<file path="src/rtl/spart_pkg.sv">
// Shared types, bus address map and baud divisor helper for the SPART host driver.
package spart_pkg;

    typedef enum logic [2:0] {
        CFG_LO,
        CFG_HI,
        IDLE,
        RD,
        WR,
        HOLD
    } state_t;

    localparam logic [1:0] ADDR_BUF  = 2'b00;
    localparam logic [1:0] ADDR_STAT = 2'b01;
    localparam logic [1:0] ADDR_DBL  = 2'b10;
    localparam logic [1:0] ADDR_DBH  = 2'b11;

    // sel picks 4800 << sel baud; integer division truncates toward zero.
    function automatic logic [15:0] divisor(input int unsigned clk_freq, input logic [1:0] sel);
        int unsigned baud;
        baud = 32'd4800 << sel;
        return 16'(clk_freq / (32'd16 * baud) - 32'd1);
    endfunction

endpackage

</file>
<file path="src/rtl/spart_if.sv">
// SPART processor bus: one access per iocs pulse, split read and write data.
// Handshake: an access is the single cycle with iocs=1; rdata is valid in that cycle, wdata while iorw=0.
interface spart_if;
    logic       iocs;
    logic       iorw;
    logic [1:0] ioaddr;
    logic [7:0] wdata;
    logic [7:0] rdata;
    logic       rda;
    logic       tbr;

    modport master (
        output iocs, iorw, ioaddr, wdata,
        input  rdata, rda, tbr
    );

    modport slave (
        input  iocs, iorw, ioaddr, wdata,
        output rdata, rda, tbr
    );
endinterface

</file>
<file path="src/rtl/spart_echo_fifo.sv">
// Circular byte queue holding received bytes until they are written back out.
module spart_echo_fifo #(
    parameter  int FIFO_DEPTH = 4,
    localparam int AW         = $clog2(FIFO_DEPTH),
    localparam int CW         = AW + 1
) (
    input  logic          clk,
    input  logic          rst_n,
    input  logic          push,
    input  logic          pop,
    input  logic [7:0]    din,
    output logic [7:0]    head,
    output logic          full,
    output logic          empty,
    output logic [CW-1:0] count
);

    logic [7:0]    mem_q [FIFO_DEPTH];
    logic [AW-1:0] wr_ptr_q, wr_ptr_d;
    logic [AW-1:0] rd_ptr_q, rd_ptr_d;
    logic [CW-1:0] count_q, count_d;

    assign full  = (count_q == CW'(FIFO_DEPTH));
    assign empty = (count_q == '0);
    assign head  = mem_q[rd_ptr_q];
    assign count = count_q;

    // Pointers wrap for free because the depth is a power of two.
    always_comb begin
        wr_ptr_d = wr_ptr_q;
        rd_ptr_d = rd_ptr_q;
        count_d  = count_q;
        if (push && !full) begin
            wr_ptr_d = wr_ptr_q + 1'b1;
            count_d  = count_q + 1'b1;
        end
        if (pop && !empty) begin
            rd_ptr_d = rd_ptr_q + 1'b1;
            count_d  = count_q - 1'b1;
        end
    end

    always_ff @(posedge clk) begin
        if (!rst_n) begin
            wr_ptr_q <= '0;
            rd_ptr_q <= '0;
            count_q  <= '0;
        end else begin
            wr_ptr_q <= wr_ptr_d;
            rd_ptr_q <= rd_ptr_d;
            count_q  <= count_d;
        end
    end

    always_ff @(posedge clk) begin
        if (rst_n && push && !full) begin
            mem_q[wr_ptr_q] <= din;
        end
    end

endmodule

</file>
<file path="src/rtl/spart_driver.sv">
// Host controller: programs the SPART baud divisor, then echoes received bytes
// back out, alternating RX reads and TX writes on the shared bus.
module spart_driver
    import spart_pkg::*;
#(
    parameter  int unsigned CLK_FREQ   = 50_000_000,
    parameter  int          FIFO_DEPTH = 4,
    localparam int          CW         = $clog2(FIFO_DEPTH) + 1
) (
    input  logic          clk,
    input  logic          rst_n,
    input  logic [1:0]    br_cfg,
    spart_if.master       bus,
    output logic          cfg_done,
    output logic [CW-1:0] fifo_count,
    output state_t        dbg_state
);

    localparam logic [15:0] DIV0 = divisor(CLK_FREQ, 2'd0);
    localparam logic [15:0] DIV1 = divisor(CLK_FREQ, 2'd1);
    localparam logic [15:0] DIV2 = divisor(CLK_FREQ, 2'd2);
    localparam logic [15:0] DIV3 = divisor(CLK_FREQ, 2'd3);

    function automatic logic [15:0] div_of(input logic [1:0] sel);
        case (sel)
            2'd0:    return DIV0;
            2'd1:    return DIV1;
            2'd2:    return DIV2;
            default: return DIV3;
        endcase
    endfunction

    state_t      state_q, state_d;
    logic        active_q;
    logic [1:0]  cfg_q, cfg_d;
    logic        cfg_done_q, cfg_done_d;
    logic        last_wr_q, last_wr_d;
    logic [7:0]  wdata_q, wdata_d;

    logic        iocs, iorw;
    logic [1:0]  ioaddr;
    logic        push, pop;
    logic        rd_ok, wr_ok;
    logic [15:0] div_new, div_old;
    logic [7:0]  fifo_head;
    logic        fifo_full, fifo_empty;

    assign rd_ok   = bus.rda && !fifo_full;
    assign wr_ok   = bus.tbr && !fifo_empty;
    assign div_new = div_of(br_cfg);
    assign div_old = div_of(cfg_q);

    // active_q keeps the bus quiet for the first cycle after reset so the
    // reset-time outputs are visible before CFG_LO drives the bus.
    always_comb begin
        state_d    = state_q;
        cfg_d      = cfg_q;
        cfg_done_d = cfg_done_q;
        last_wr_d  = last_wr_q;
        iocs       = 1'b0;
        iorw       = 1'b1;
        ioaddr     = ADDR_BUF;
        wdata_d    = wdata_q;
        push       = 1'b0;
        pop        = 1'b0;
        case (state_q)
            CFG_LO: begin
                if (active_q) begin
                    iocs    = 1'b1;
                    iorw    = 1'b0;
                    ioaddr  = ADDR_DBL;
                    wdata_d = div_new[7:0];
                    cfg_d   = br_cfg;
                    state_d = CFG_HI;
                end
            end
            CFG_HI: begin
                iocs       = 1'b1;
                iorw       = 1'b0;
                ioaddr     = ADDR_DBH;
                wdata_d    = div_old[15:8];
                cfg_done_d = 1'b1;
                state_d    = HOLD;
            end
            IDLE: begin
                if (br_cfg != cfg_q) begin
                    cfg_done_d = 1'b0;
                    state_d    = CFG_LO;
                end else if (rd_ok && (!wr_ok || last_wr_q)) begin
                    last_wr_d = 1'b0;
                    state_d   = RD;
                end else if (wr_ok) begin
                    last_wr_d = 1'b1;
                    state_d   = WR;
                end
            end
            RD: begin
                iocs    = 1'b1;
                push    = 1'b1;
                state_d = HOLD;
            end
            WR: begin
                iocs    = 1'b1;
                iorw    = 1'b0;
                wdata_d = fifo_head;
                pop     = 1'b1;
                state_d = HOLD;
            end
            HOLD:    state_d = IDLE;
            default: state_d = CFG_LO;
        endcase
    end

    always_ff @(posedge clk) begin
        if (!rst_n) begin
            state_q    <= CFG_LO;
            active_q   <= 1'b0;
            cfg_q      <= 2'b00;
            cfg_done_q <= 1'b0;
            last_wr_q  <= 1'b1;
            wdata_q    <= 8'h00;
        end else begin
            state_q    <= state_d;
            active_q   <= 1'b1;
            cfg_q      <= cfg_d;
            cfg_done_q <= cfg_done_d;
            last_wr_q  <= last_wr_d;
            wdata_q    <= wdata_d;
        end
    end

    spart_echo_fifo #(.FIFO_DEPTH(FIFO_DEPTH)) u_fifo (
        .clk   (clk),
        .rst_n (rst_n),
        .push  (push),
        .pop   (pop),
        .din   (bus.rdata),
        .head  (fifo_head),
        .full  (fifo_full),
        .empty (fifo_empty),
        .count (fifo_count)
    );

    assign bus.iocs   = iocs;
    assign bus.iorw   = iorw;
    assign bus.ioaddr = ioaddr;
    assign bus.wdata  = wdata_d;
    assign cfg_done   = cfg_done_q;
    assign dbg_state  = state_q;

endmodule

</file>
<file path="src/flat_wrapper.sv">
// flat-port wrapper written by rule: the top's interface ports become plain ports
module spart_driver_flat import spart_pkg::*;
#(
    parameter  int unsigned CLK_FREQ   = 50_000_000,
    parameter  int          FIFO_DEPTH = 4,
    localparam int          CW         = $clog2(FIFO_DEPTH) + 1
)
  (clk, rst_n, br_cfg, cfg_done, fifo_count, dbg_state, bus_iocs, bus_iorw, bus_ioaddr, bus_wdata, bus_rdata, bus_rda, bus_tbr);
  spart_if bus_i ();
  input  logic clk;
  input  logic rst_n;
  input  logic [1:0] br_cfg;
  output logic cfg_done;
  output logic [CW-1:0] fifo_count;
  output state_t dbg_state;
  output wire logic [$bits(bus_i.iocs)-1:0] bus_iocs;
  output wire logic [$bits(bus_i.iorw)-1:0] bus_iorw;
  output wire logic [$bits(bus_i.ioaddr)-1:0] bus_ioaddr;
  output wire logic [$bits(bus_i.wdata)-1:0] bus_wdata;
  input wire logic [$bits(bus_i.rdata)-1:0] bus_rdata;
  input wire logic [$bits(bus_i.rda)-1:0] bus_rda;
  input wire logic [$bits(bus_i.tbr)-1:0] bus_tbr;
  assign bus_iocs = bus_i.iocs;
  assign bus_iorw = bus_i.iorw;
  assign bus_ioaddr = bus_i.ioaddr;
  assign bus_wdata = bus_i.wdata;
  assign bus_i.rdata = bus_rdata;
  assign bus_i.rda = bus_rda;
  assign bus_i.tbr = bus_tbr;
  spart_driver #(.CLK_FREQ(CLK_FREQ), .FIFO_DEPTH(FIFO_DEPTH)) u_core (.clk(clk), .rst_n(rst_n), .br_cfg(br_cfg), .bus(bus_i), .cfg_done(cfg_done), .fifo_count(fifo_count), .dbg_state(dbg_state));
endmodule
</file>
<file path="config.mk">
export PLATFORM = sky130hd
export DESIGN_NAME = spart_driver_flat
export DESIGN_NICKNAME = d
export VERILOG_FILES = /design/src/rtl/spart_pkg.sv /design/src/rtl/spart_if.sv /design/src/rtl/spart_echo_fifo.sv /design/src/rtl/spart_driver.sv /design/src/flat_wrapper.sv
export SDC_FILE = /design/constraint.sdc
export NUM_CORES = 1
export LEC_CHECK = 0
export BUFFER_PORTS_ARGS = -buffer_cell sky130_fd_sc_hd__buf_2
export CAP_MARGIN = 40
export CORE_MARGIN = 3
export CORE_UTILIZATION = 50
export CTS_CLUSTER_SIZE = 25
export DETAILED_ROUTE_END_ITERATION = 12
export PLACE_DENSITY = 0.73
export SYNTH_ARGS = -nofsm -noshare
export SYNTH_HDL_FRONTEND = slang
export SYNTH_SLANG_ARGS = --single-unit
</file>
<file path="constraint.sdc">
create_clock -name clk -period 4.7 [get_ports clk]
set_input_delay 0.94 -clock clk [delete_from_list [all_inputs] [get_ports clk]]
set_output_delay 0.94 -clock clk [all_outputs]
set_load 0.03 [all_outputs]
</file>
After elaboration in Yosys (flattened, before gate mapping)
Memory sizes are Yosys's and may differ from the RTL's. A register that Yosys moved wholly into a read port is not among the register bits.
Cells that the tools add are included.
{"block": "word_totals", "reg_bits": 23, "ramBits": 32, "input_bits": 14, "out_inout_bits": 19, "word_cells": 81, "n_memories": 1}
{"block": "op_classes", "addsub": 4, "eq_ne": 14, "n_mux": 28, "bitwise_logic": 1, "reduce_logical": 24}
{"name": "u_core.u_fifo.mem_q", "depth": 4, "width": 8, "read_ports": 1, "rd_ports_with_merged_regs": 1, "write_ports": 1, "line": "spart_echo_fifo.sv:18", "source": "logic [7:0] mem_q [FIFO_DEPTH];"}
{"op": "$pmux 8 s3", "n": 2}
{"op": "$pmux 10 s3", "n": 1}
{"op": "$mux 3", "n": 6}
{"op": "$pmux 3 s4", "n": 1}
{"op": "$mux 1", "n": 10}
{"op": "$eq 3x3->1 const B", "n": 3}
{"op": "$mux 8", "n": 1}
{"op": "$logic_and 1x1->1", "n": 7}
{"op": "$eq 3x2->1 const B", "n": 2}
{"op": "$logic_not 3->1", "n": 2}
{"op": "$mux 2", "n": 3}
{"op": "$pmux 1 s2", "n": 3}
{"op": "$reduce_and 2->1", "n": 3}
{"op": "$reduce_bool 2->1", "n": 3}
{"op": "$add 2x1->2 const B", "n": 2}
{"op": "$eq 2x1->1 const B", "n": 2}
{"op": "$eq 2x2->1 const B", "n": 2}
{"op": "$logic_not 2->1", "n": 2}
{"op": "$ne 2x1->1 const B", "n": 2}
{"op": "$ne 4x1->1 const B", "n": 1}
{"op": "$pmux 2 s2", "n": 1}
{"op": "$add 3x1->3 const B", "n": 1}
{"op": "$eq 3x1->1 const B", "n": 1}
{"op": "$logic_not 1->1", "n": 3}
{"op": "other kinds (7)", "n": 7}

Logic depth before layout (Yosys ltp)
Gate-level depths: netlist of run 1.
{"block": "logic_depth", "depth_word": 9, "depth_mapped": 8, "mapped_depth_nobuf": 6}

By module
A second synthesis of run 1 with hierarchy kept.
{"block": "unflattened", "hier_cells": 219, "area_unflattened_um2": 2622.5}
{"mod": "spart_echo_fifo", "n_inst": 1, "cells_per_inst": 101, "area_per_inst_um2": 1699.1, "seq_area_each_um2": 1141.1}
{"mod": "spart_driver", "n_inst": 1, "cells_per_inst": 118, "area_per_inst_um2": 923.4, "seq_area_each_um2": 320.3}

Least setup slack after synthesis of run 1
Ideal clock, no wire load.
{"block": "synth_timing", "path_kind": "input-to-output", "start": "in br_cfg[0]", "end": "out bus_wdata[7]", "arrival_ns": 2.143, "required_time_ns": 3.760, "setup_slack_ns": 1.617, "path_stages": 5, "path_buffers": 1, "cell_sequence": "buf_2 -> a21oi_1 -> o221a_2 -> a21oi_1 -> o21ai_0"}
{"block": "synth_between", "elab_chain_len": 4, "elab_cells_between_ends": 6, "cone_classes": "2 x eq/ne; 3 x mux; 1 x reduce/logical"}
{"item": "start, declared", "line": "flat_wrapper.sv:12", "source": "input logic [1:0] br_cfg;"}
{"item": "$eq 2x2->1 (tied with other cells)", "line": "spart_driver.sv:25", "source": "case (sel)"}
{"item": "$pmux 8 s3 *", "line": "spart_driver.sv:25"}
{"item": "$mux 8 *", "line": "spart_driver.sv:68", "source": "if (active_q) begin"}
{"item": "$pmux 8 s3 *", "line": "spart_driver.sv:66", "source": "case (state_q)"}
{"item": "end, declared", "line": "flat_wrapper.sv:19", "source": "output wire logic [$bits(bus_i.wdata)-1:0] bus_wdata;"}
Every way passes the cells marked *; elsewhere a longest branch is shown, timed or not.

Worst setup path in the final report of run 1
{"block": "layout_timing", "start": "reg u_core.state_q[2], in the netlist u_core.dbg_state[2]", "end": "out bus_wdata[1]"}
{"block": "layout_between", "elab_chain_len": 2, "elab_cells_between_ends": 4, "cone_classes": "2 x eq/ne; 1 x mux; 1 x reduce/logical"}
{"item": "start, declared", "line": "spart_driver.sv:33", "source": "state_t state_q, state_d;"}
{"item": "start signal, assigned", "line": "spart_driver.sv:123", "source": "state_q <= state_d;"}
{"item": "$eq 3x3->1 (tied with other cells)", "line": "spart_driver.sv:66"}
{"item": "$pmux 8 s3 *", "line": "spart_driver.sv:66"}
Marked as above.

==> results.txt, run 1 <==
----------------------------------------------------
[Status]
  Status ... complete, no violations

[Floorplanning]
  Num ports ... 33
  Die height ... about 80 µm
  Row cnt ... 26
  Width of the die ... between 70 and 80 µm
  Total die area ... roughly 0.0063 mm²
  Core area ... just over 0.005 mm²
  Effective utilization at floorplan ... 0.524

[STA]
  Total negative slack for setup checks ... 0 ns
  FMAX ... 295 MHz
  Slew Viols, Final ... 0
  Least-Margin Pin Slew ... about 0.76 ns
  Worst clock skew on the final layout ... about 0.0083 ns
  Final count of hold timing violations ... 0
  Final Cycle Share ... 0.720
  Shortest period the worst path allows ... ~3.4 ns
  Final setup viols ... 0
  RSZ-0062 raised after global routing ... no
  Slew HR ... 0.491

[Critical path]
  Start-to-end type of the worst setup path ... register to primary output
  Crit path arrival time ... approximately 2.4 ns
  CP max FO ... 25
  Required time at the endpoint of the critical path ... 3.76 ns
  Category of the worst setup path launch point ... register
  Kind of end point of the critical path ... primary output

[Synthesis]
  Main area contributors after synthesis ... edfxtp_1 35%, dfxtp_1 18%, mux4_2 6.7%
  Most common cell in the synthesized netlist ... edfxtp_1
  Register bit total from synthesis ... 57
  Cell type with the largest total area after synthesis ... edfxtp_1
  Proportion of synthesized flip-flops having asynchronous set or reset ... 0
  Most frequent cells after synthesis ... 32 x edfxtp_1, 25 x dfxtp_1, 16 x nor2_1
  Netlist Area Pre-Place ... around 0.0027 mm²
  Synth unique cells ... 46
  Post-Syn Instances ... roughly 240
  Count of flip-flops with a built-in enable after synthesis ... 32
  Yosys top cell area share ... 0.355
  Average cell area after synthesis ... around 11 µm²
  Dominant register cell in the synthesized netlist ... edfxtp_1
  Share of synthesized area occupied by flip-flops and latches ... 0.539
  Number of nets in the synthesized netlist ... about 260
  Yosys synthesis warning count ... 0

[Layout]
  Layout cell share with drive strength beyond 1 ... 0.250
  Post-layout utilization of the core ... 0.588
  Count of inserted antenna diode cells ... 0
  Final standard cell count with taps included and fillers excluded ... roughly 340
  Count of nets after finishing ... ~280
  Relative area change from synthesis to final layout ... 12.3%

[Detailed routing]
  Number of vias per cell after detailed routing ... ~5.5
  Post-detailed-route count of antenna-violating nets ... 0
  Post-Route M1 WL ... between 2000 and 2500 µm
  Final routed DRC violation total ... 0
  Number of vias after detailed routing ... between 1,500 and 2,000
  Final routed wirelength across all metal layers ... 5200 µm
  Routed length on met2 ... ~2500 µm
  Highest routed metal layer ... met4
  Pre-antenna DRT Iters ... 4
  Drt wl/cell ... about 15 µm
  Count of routing violations after the opening detailed-route iteration ... 130
  Met3 WL ... roughly 270 µm

[Clock tree]
  CTS tree ... yes
  Hold Buf Count CTS ... 0
  Number of levels the H-tree was split into ... 3
  TritonCTS Sinks ... 57
  Number of buffers added for setup after CTS ... 0
  Maximum root-to-sink buffer count ... 2
  Worst skew pair latency ... ~0.33 ns
  Root Buffer ... clkbuf_8
  Count of instances resized after the clock tree is built ... 0
  Clock transition at the register clock pins on the worst setup and hold paths after CTS ... around 0.070 ns
  TritonCTS buffer count ... 9

[Power]
  Leakage power summed over all cells ... ~0.0012 µW
  Peak VDD IR ... 0.000285 V
  Power per cell area ... about 370 mW/mm²

[Hold path]
  Classification of the worst-slack hold path ... register to register

[Place]
  Port Buf Inserts ... 32
  Estimated wirelength of the detail-placed design ... between 3000 and 4000 µm
  Placed Cells incl. Taps ... about 320
  Weighted congestion at the end of routability-driven global placement ... about 0.8

[GRT]
  Total routing usage reported by global routing ... 0.186
  Global route total overflow ... 0
  First-pass GRT wire length ... 8740 µm
  Number of global-route vias before repair ... between 1,500 and 2,000
  Pin count of the biggest net entering global routing ... 26
  Antenna violations before repair ... 0

[Flow run]
  Total of max-cap violations ... 0

----------------------------------------------------
==> final timing paths <==
check / start / to / slack (ns) / cells after the start
worst max-delay path: u_core.dbg_state[2]$_SDFFE_PN0P_ / bus_wdata[1] / 1.32 / 4
worst min-delay path: u_core.wdata_q[3]$_SDFF_PN0_ / u_core.wdata_q[3]$_SDFF_PN0_ / 0.46 / 2
worst max register to register: u_core.dbg_state[2]$_SDFFE_PN0P_ / u_core.u_fifo.count[2]$_SDFFE_PN0P_ / 1.88 / 6
worst min register to register: u_core.wdata_q[3]$_SDFF_PN0_ / u_core.wdata_q[3]$_SDFF_PN0_ / 0.46 / 2
==> power by group <==
part / total (µW) / switching, µW / internal, µW
Sequential: 562 / 23.1 / 539
Combinational: 167 / 107 / 60.5
Clock: 406 / 211 / 195
==> cell families after synthesis <==
logic type / share of synthesized area
AOI/OAI and AO/OA: 0.114
xor gates and xnor gates: 0.0162
adders and majority gates: 0.0259
buffers and inverters: 0.0480
DFF: 0.539
muxes: 0.0850
and+or+nand+nor: 0.172
==> through the flow <==
stage	hold WS (ns)	worst slack [ns]	total power, µW	instance area (µm²)
global placement	0.444	1.76	739	2860
global route	0.493	1.07	1190	3040
finish	0.461	1.32	1140	3040
floorplan	0.430	1.62	695	2710
detailed placement	0.454	1.66	740	2860
CTS	0.465	1.30	1150	3040
==> per-layer routing <==
layer / up-vias / global-route usage
met5: - / 0
met1: 885 / 0.233
met4: 0 / 0.0704
li1: 919 / -
met2: 47 / 0.291
met3: 5 / 0.0688
==> state kept, by name (all words and copies together), names as in the netlist, named ones only <==
name and flops:
u_core.last_wr_q 1, u_core.cfg_q 2, u_core.u_fifo.rd_ptr_q 2, u_core.wdata_q 8
u_core.dbg_state 3, u_core.active_q 1, u_core.u_fifo.mem_q 32, u_core.u_fifo.count 3
u_core.cfg_done 1, u_core.u_fifo.wr_ptr_q 2
==> critical path: stages (launching register included) <==
cell and delay [ns]:
dfxtp_1 0.79, nor3b_2 0.72, nand2_1 0.13, a32oi_1 0.24, buf_2 0.23
==> final cells by class <==
cell class                 count  area, µm²
clock inverter                 7       53.8
clock buffer                   9        124
timing repair buffer          32        160
sequential                    57       1460
tap                           70       87.6
inverter                      10       37.5
fill                         423       2130
multi-input combinational    153       1120
==> cell usage in the layout (no fill, tap or decap), types with 4 or more instances in the layout <==
| cell type | instances |
|---|---|
| nand2_1 | 14 |
| nor2_1 | 16 |
| a31oi_1 | 4 |
| xnor2_1 | 4 |
| nor3_1 | 4 |
| a22oi_1 | 4 |
| edfxtp_1 | 32 |
| o21ai_0 | 9 |
| and2_1 | 6 |
| mux2i_1 | 5 |
| inv_1 | 10 |
| dfxtp_1 | 25 |
| and3_1 | 8 |
| buf_2 | 32 |
| clkbuf_8 | 9 |
| ha_1 | 4 |
| mux4_2 | 8 |
| nand2b_1 | 7 |
| or2_2 | 4 |
| nand3_1 | 8 |
| a21oi_1 | 11 |
| nor2b_1 | 4 |
No activity file was read; power rests on OpenSTA's default activity.
==> inputs of run 2 (changes only) <==
PLACE_DENSITY = 0.76   (was 0.73)
clock period = 2.9 ns   (was 4.7 ns; I/O delays follow)
==> run 2 against run 1 <==
- critical path depth did not move
- routed wire length rose by 2.3%
- first-iteration DRC count fell by 19%
- hold slack got worse by 0.0065 ns
- die area did not move
- worst setup slack got worse by 1.0 ns
- final area rose by 2.4%
- clock power rose by 78%
- combinational power rose by 77%
- clock-buffer cell count rose by 2
- highest routed layer unchanged
==> results.txt, run 2 (synthesized netlist as in run 1, its figures left out) <==
----------------------------------------------------
[Place]
  Weighted congestion at the end of routability-driven global placement ... 0.841 (+4.0%)
  Cell Area, Placed ... 0.00292 mm² (+1.8%)
  Placed Cells incl. Taps ... 329 (+2.2%)
  Port Buf Inserts ... 32 (unchanged)
  Estimated wirelength of the detail-placed design ... 3730 µm (+4.5%)

[Hold path]
  Classification of the worst-slack hold path ... input pin to register
  Hold Path Cell Cnt ... 1 (-1)
  Worst hold endpoint ... u_core.u_fifo.mem_q[2][7]$_DFFE_PP_
  Hold Path Origin ... bus_rdata[7]

[GRT]
  Number of global-route vias before repair ... 1,807 (+2.3%)
  Global route total overflow ... 0 (unchanged)
  Total routing usage reported by global routing ... 0.186 (+0.000592)
  Antenna violations before repair ... 0 (unchanged)
  First-pass GRT wire length ... 8700 µm (-0.48%)
  Pin count of the biggest net entering global routing ... 24 (-7.7%)

[Layout]
  Count of nets after finishing ... 289 (+2.5%)
  Cell area after layout ... 0.00312 mm² (+2.4%)
  Count of inserted antenna diode cells ... 0 (unchanged)
  Layout cell share with drive strength beyond 1 ... 0.269 (+0.0191)
  Layout fillers ... 430 (+1.7%)
  Largest register FFs ... 32 (unchanged)
  Final standard cell count with taps included and fillers excluded ... 345 (+2.1%)
  Most frequent cells in the layout ... 32 x buf_2, 32 x edfxtp_1, 24 x dfxtp_1
  Largest registers in the final layout ... u_core.u_fifo.mem_q: 32 flops, u_core.wdata_q: 8 flops
  Register with the most flip-flops ... u_core.u_fifo.mem_q
  Relative area change from synthesis to final layout ... 15.0%

[Clock tree]
  TritonCTS buffer count ... 9 (unchanged)
  Hold Buf Count CTS ... 0 (unchanged)
  Count of instances resized after the clock tree is built ... 0 (unchanged)
  TritonCTS Sinks ... 57 (unchanged)
  Clock transition at the register clock pins on the worst setup and hold paths after CTS ... 0.06 ns (about the same)
  Root Buffer ... clkbuf_8
  Worst skew pair latency ... 0.34 ns (about the same)
  CTS tree ... yes
  Number of buffers added for setup after CTS ... 0 (unchanged)
  Maximum root-to-sink buffer count ... 2 (unchanged)
  Number of levels the H-tree was split into ... 3 (unchanged)

[STA]
  Shortest period the worst path allows ... between 2 and 3 ns
  Hold_ws ... 0.455 ns (-0.00646 ns)
  Final Cycle Share ... 0.905
  Least-Margin Pin Slew ... 0.729 ns (-0.0340 ns)
  RSZ-0062 raised after global routing ... no
  Worst clock skew on the final layout ... 0.0104 ns (+0.00212 ns)
  Final count of hold timing violations ... 0 (unchanged)
  FMAX ... roughly 380 MHz
  Slew Viols, Final ... 0 (unchanged)
  Total negative slack for setup checks ... 0 ns (unchanged)
  Slew HR ... 0.508 (+0.0172)
  Final setup viols ... 0 (unchanged)

[Critical path]
  Kind of end point of the critical path ... primary output
  Destination of the worst register-to-register timing path ... u_core.u_fifo.count[2]$_SDFFE_PN0P_
  Worst Reg-to-Reg Cells ... 8 (+2)
  Required time at the endpoint of the critical path ... 2.32 ns (-1.44 ns)
  Start-to-end type of the worst setup path ... register to primary output
  CP max FO ... 14 (-44%)
  Category of the worst setup path launch point ... register
  Crit path arrival time ... 2.04 ns (-0.40 ns)
  RR Startpoint ... u_core.dbg_state[0]$_SDFFE_PN0P_
  Slack of the worst reg-to-reg path ... 0.72 ns (-1.16 ns)

[Floorplanning]
  Effective utilization at floorplan ... 0.524 (unchanged)
  Die height ... 79.6 µm (unchanged)
  Total die area ... 0.00634 mm² (unchanged)
  Num ports ... 33 (unchanged)
  Width of the die ... 79.6 µm (unchanged)
  Row cnt ... 26 (unchanged)
  Core area ... 0.00517 mm² (unchanged)

[Detailed routing]
  Met3 WL ... 262 µm (-4.0%)
  Number of vias per cell after detailed routing ... 5.43 (-1.1%)
  Routed length on met2 ... 2570 µm (+2.0%)
  Post-Route M1 WL ... 2410 µm (+3.0%)
  Pre-antenna DRT Iters ... 4 (unchanged)
  Drt wl/cell ... 15.4 µm (+0.19%)
  Post-detailed-route count of antenna-violating nets ... 0 (unchanged)
  Count of routing violations after the opening detailed-route iteration ... 105 (-19%)
  Final routed wirelength across all metal layers ... 5320 µm (+2.3%)
  Number of vias after detailed routing ... 1,873 (+0.92%)
  Final routed DRC violation total ... 0 (unchanged)
  Highest routed metal layer ... met4

[Power]
  Total power of the final layout ... 1920 µW (+69%)
  Peak VDD IR ... 0.000551 V (+94%)
  Power per cell area ... 615 mW/mm² (+65%)
  Leakage power summed over all cells ... 0.00121 µW (+4.7%)

[Flow run]
  Total of max-cap violations ... 0 (unchanged)

[Status]
  Status ... complete, no violations

----------------------------------------------------
run 2: metrics by stage:
stage	setup WS [ns]	utilization
after floorplan	0.394	-
after global placement	0.532	0.564
after detailed placement	0.507	0.564
after CTS	0.0973	0.602
after global routing	0.135	0.602
final	0.277	0.602
run 2: power breakdown:
| part | internal, µW | total (µW) | switching, µW | leakage, µW |
|---|---|---|---|---|
| Clock | 418 | 721 | 303 | 0.0000993 |
| Sequential | 874 | 900 | 26.1 | 0.000492 |
| Combinational | 108 | 295 | 188 | 0.000621 |
| Total | 1400 | 1920 | 517 | 0.00121 |
run 2: worst max-delay path by stage:
stage                   endpoint  slack [ns]  depth (start not counted)                              from
global route        bus_wdata[0]        0.14                          5                          register
floorplan           bus_wdata[2]        0.39                          4  u_core.dbg_state[1]$_SDFFE_PN0P_
global placement    bus_wdata[0]        0.53                          5                          register
detailed placement  bus_wdata[0]        0.51                          5                          register
finish              bus_wdata[5]        0.28                          4           u_core.active_q$_DFF_P_
CTS                 bus_wdata[0]         0.1                          5                          register
run 2: critical path, cell delays in order, from the launching register on:
cell and delay [ns]:
dfxtp_1 0.59, nor3_1 0.11, a211o_1 0.42, a221o_1 0.40
buf_2 0.18
run 2: area by class of cell:
| class | count | area [µm²] | area share |
|---|---|---|---|
| Multi-Input combinational cell | 153 | 1120 | 0.359 |
| Sequential cell | 57 | 1460 | 0.469 |
| Clock inverter | 5 | 56.3 | 0.0181 |
| Timing Repair Buffer | 39 | 213 | 0.0683 |
| Clock buffer | 11 | 141 | 0.0454 |
| Inverter | 10 | 37.5 | 0.0120 |
| Tap cell | 70 | 87.6 | 0.0281 |
run 2: metal layers:
layer  up-vias  GRT usage
met3         9     0.0643
met2        45      0.293
met5         -          0
met1       883      0.228
met4         0     0.0911
li1        936          -
==> inputs of run 3 (changes only) <==
BUFFER_PORTS_ARGS = -buffer_cell sky130_fd_sc_hd__buf_4   (was -buffer_cell sky130_fd_sc_hd__buf_2)
==> run 3 against run 2 <==
- sequential power barely moved
- hold slack got worse by 0.015 ns
- clock-buffer cell count did not move
- core utilization increased by 1.4 points
- largest cell class unchanged
==> results.txt, run 3 (synthesized netlist as in run 1, its figures left out) <==
----------------------------------------------------
[Layout]
  Cell area after layout ... 0.00319 mm² (+2.3%)
  Relative area change from synthesis to final layout ... 17.6%
  Register with the most flip-flops ... u_core.u_fifo.mem_q
  Commonest non-fill, non-tap cell in the layout ... buf_4
  Post-layout utilization of the core ... 0.616 (+0.0138)
  Count of nets after finishing ... 288 (-0.35%)
  Layout fillers ... 430 (unchanged)
  Most frequent cells in the layout ... 38 x buf_4, 32 x edfxtp_1, 25 x dfxtp_1
  Layout cell share with drive strength beyond 1 ... 0.263 (-0.00632)
  Largest register FFs ... 32 (unchanged)
  Sequential Area ... 0.00146 mm² (about the same)
  Largest registers in the final layout ... u_core.u_fifo.mem_q: 32 flops, u_core.wdata_q: 8 flops
  Footprint of the multi-input gates ... 0.00112 mm² (unchanged)
  Count of inserted antenna diode cells ... 0 (unchanged)

[Floorplanning]
  Core area ... 0.00517 mm² (unchanged)
  Num ports ... 33 (unchanged)
  Die height ... 79.6 µm (unchanged)
  Width of the die ... 79.6 µm (unchanged)
  Effective utilization at floorplan ... 0.524 (unchanged)
  Row cnt ... 26 (unchanged)
  Total die area ... 0.00634 mm² (unchanged)

[Flow run]
  Total of max-cap violations ... 0 (unchanged)

[STA]
  Final setup viols ... 0 (unchanged)
  Final Cycle Share ... 0.940 (+0.0353)
  FMAX ... 367 MHz (-3.8%)
  Worst clock skew on the final layout ... 0.00904 ns (-0.00139 ns)
  RSZ-0062 raised after global routing ... no
  Shortest period the worst path allows ... 2.73 ns (+0.102 ns)
  Setup WS post-layout ... 0.174 ns (-0.102 ns)
  Slew Viols, Final ... 0 (unchanged)
  Total negative slack for setup checks ... 0 ns (unchanged)
  Final count of hold timing violations ... 0 (unchanged)
  Hold_ws ... 0.439 ns (-0.0154 ns)
  Slew HR ... 0.493 (-0.0149)
  Least-Margin Pin Slew ... 0.751 ns (+0.0220 ns)

[Critical path]
  Crit path arrival time ... 2.15 ns (+0.11 ns)
  Start-to-end type of the worst setup path ... register to primary output
  Maximum cell stage delay along the critical path ... 0.56 ns (-0.03 ns)
  Chain of cells forming the critical path ... mux4_2 -> or3_1 -> a21oi_1 -> nor2_1 -> buf_4
  Kind of end point of the critical path ... primary output
  Required time at the endpoint of the critical path ... 2.32 ns (about the same)
  Cell type of the slowest stage on the worst timing path ... mux4_2
  Category of the worst setup path launch point ... register
  CP max FO ... 5 (-9)

[Detailed routing]
  Final routed DRC violation total ... 0 (unchanged)
  Post-detailed-route count of antenna-violating nets ... 0 (unchanged)
  Pre-antenna DRT Iters ... 4 (unchanged)
  Number of vias per cell after detailed routing ... 5.49 (+1.0%)
  Count of routing violations after the opening detailed-route iteration ... 95 (-9.5%)
  Number of vias after detailed routing ... 1,887 (+0.75%)
  Final routed wirelength across all metal layers ... 5350 µm (+0.60%)
  Drt wl/cell ... 15.6 µm (+0.89%)

[Clock tree]
  Clock transition at the register clock pins on the worst setup and hold paths after CTS ... 0.07 ns (about the same)
  Root Buffer ... clkbuf_8
  TritonCTS Sinks ... 57 (unchanged)
  Number of levels the H-tree was split into ... 3 (unchanged)
  CTS tree ... yes
  Count of instances resized after the clock tree is built ... 0 (unchanged)
  TritonCTS buffer count ... 9 (unchanged)
  Hold Buf Count CTS ... 0 (unchanged)
  Number of buffers added for setup after CTS ... 0 (unchanged)
  Maximum root-to-sink buffer count ... 2 (unchanged)
  Worst skew pair latency ... 0.33 ns (about the same)

[Place]
  Worst Setup Slack post-DPL ... 0.516 ns (+0.00857 ns)
  Port Buf Inserts ... 32 (unchanged)
  Weighted congestion at the end of routability-driven global placement ... 0.815 (-3.1%)
  Cell Area, Placed ... 0.00299 mm² (+2.5%)
  Estimated wirelength of the detail-placed design ... 3720 µm (-0.38%)

[Hold path]
  Classification of the worst-slack hold path ... input pin to register

[GRT]
  Antenna violations before repair ... 0 (unchanged)
  First-pass GRT wire length ... 8810 µm (+1.3%)
  Pin count of the biggest net entering global routing ... 24 (unchanged)
  Total routing usage reported by global routing ... 0.186 (-0.000422)
  Number of global-route vias before repair ... 1,823 (+0.89%)
  Global route total overflow ... 0 (unchanged)

[Power]
  Peak VDD IR ... 0.000441 V (-20%)
  Power per cell area ... 615 mW/mm² (about the same)
  Leakage power summed over all cells ... 0.00122 µW (+0.92%)

[Status]
  Status ... complete, no violations

----------------------------------------------------
-- run 3: per-layer routing --
layer	up-vias	wire [µm]	track usage
met4	0	92	0.0842
met3	12	255	0.0609
li1	935	-	-
met5	-	0	0
met2	50	2500	0.295
met1	890	2500	0.230
-- run 3: power breakdown --
| group | leakage [µW] | switching [µW] | total (µW) | internal [µW] |
|---|---|---|---|---|
| clock | 0.0000993 | 318 | 737 | 418 |
| sequential | 0.000491 | 23.5 | 897 | 874 |
| combinational | 0.000633 | 194 | 325 | 131 |
-- run 3: final timing paths --
check	startpoint	slack, ns	depth (start not counted)	end
worst max register to register	u_core.dbg_state[1]$_SDFFE_PN0P_	0.67	6	u_core.u_fifo.count[2]$_SDFFE_PN0P_
worst min register to register	u_core.wdata_q[3]$_SDFF_PN0_	0.46	2	u_core.wdata_q[3]$_SDFF_PN0_
worst min-delay path	bus_rdata[3]	0.44	1	u_core.u_fifo.mem_q[1][3]$_DFFE_PP_
worst max-delay path	register	0.17	5	bus_wdata[0]
-- run 3: metrics by stage --
step / std cells / power, µW
4_1_cts: 344 / 1980
5_1_grt: 344 / 2040
2_1_floorplan: 237 / 1130
3_5_place_dp: 328 / 1240
3_3_place_gp: 328 / 1230
6_report: 344 / 1960
-- run 3: worst max-delay path, delay by kind of cell (launching register included) --
family,cells,cell delay [ns]
muxes,1,0.56
DFF,1,0.54
and+or+nand+nor,2,0.38
AOI/OAI and AO/OA,1,0.17
buffers and inverters,1,0.16
-- run 3: area by class of cell --
type,count,share of cell area
clock buffers,11,0.0444
clock inverters,5,0.0177
inverters,10,0.0118
multi-input cells,153,0.351
flip-flops and latches,57,0.459
well taps,70,0.0275
repair buffers,38,0.0895
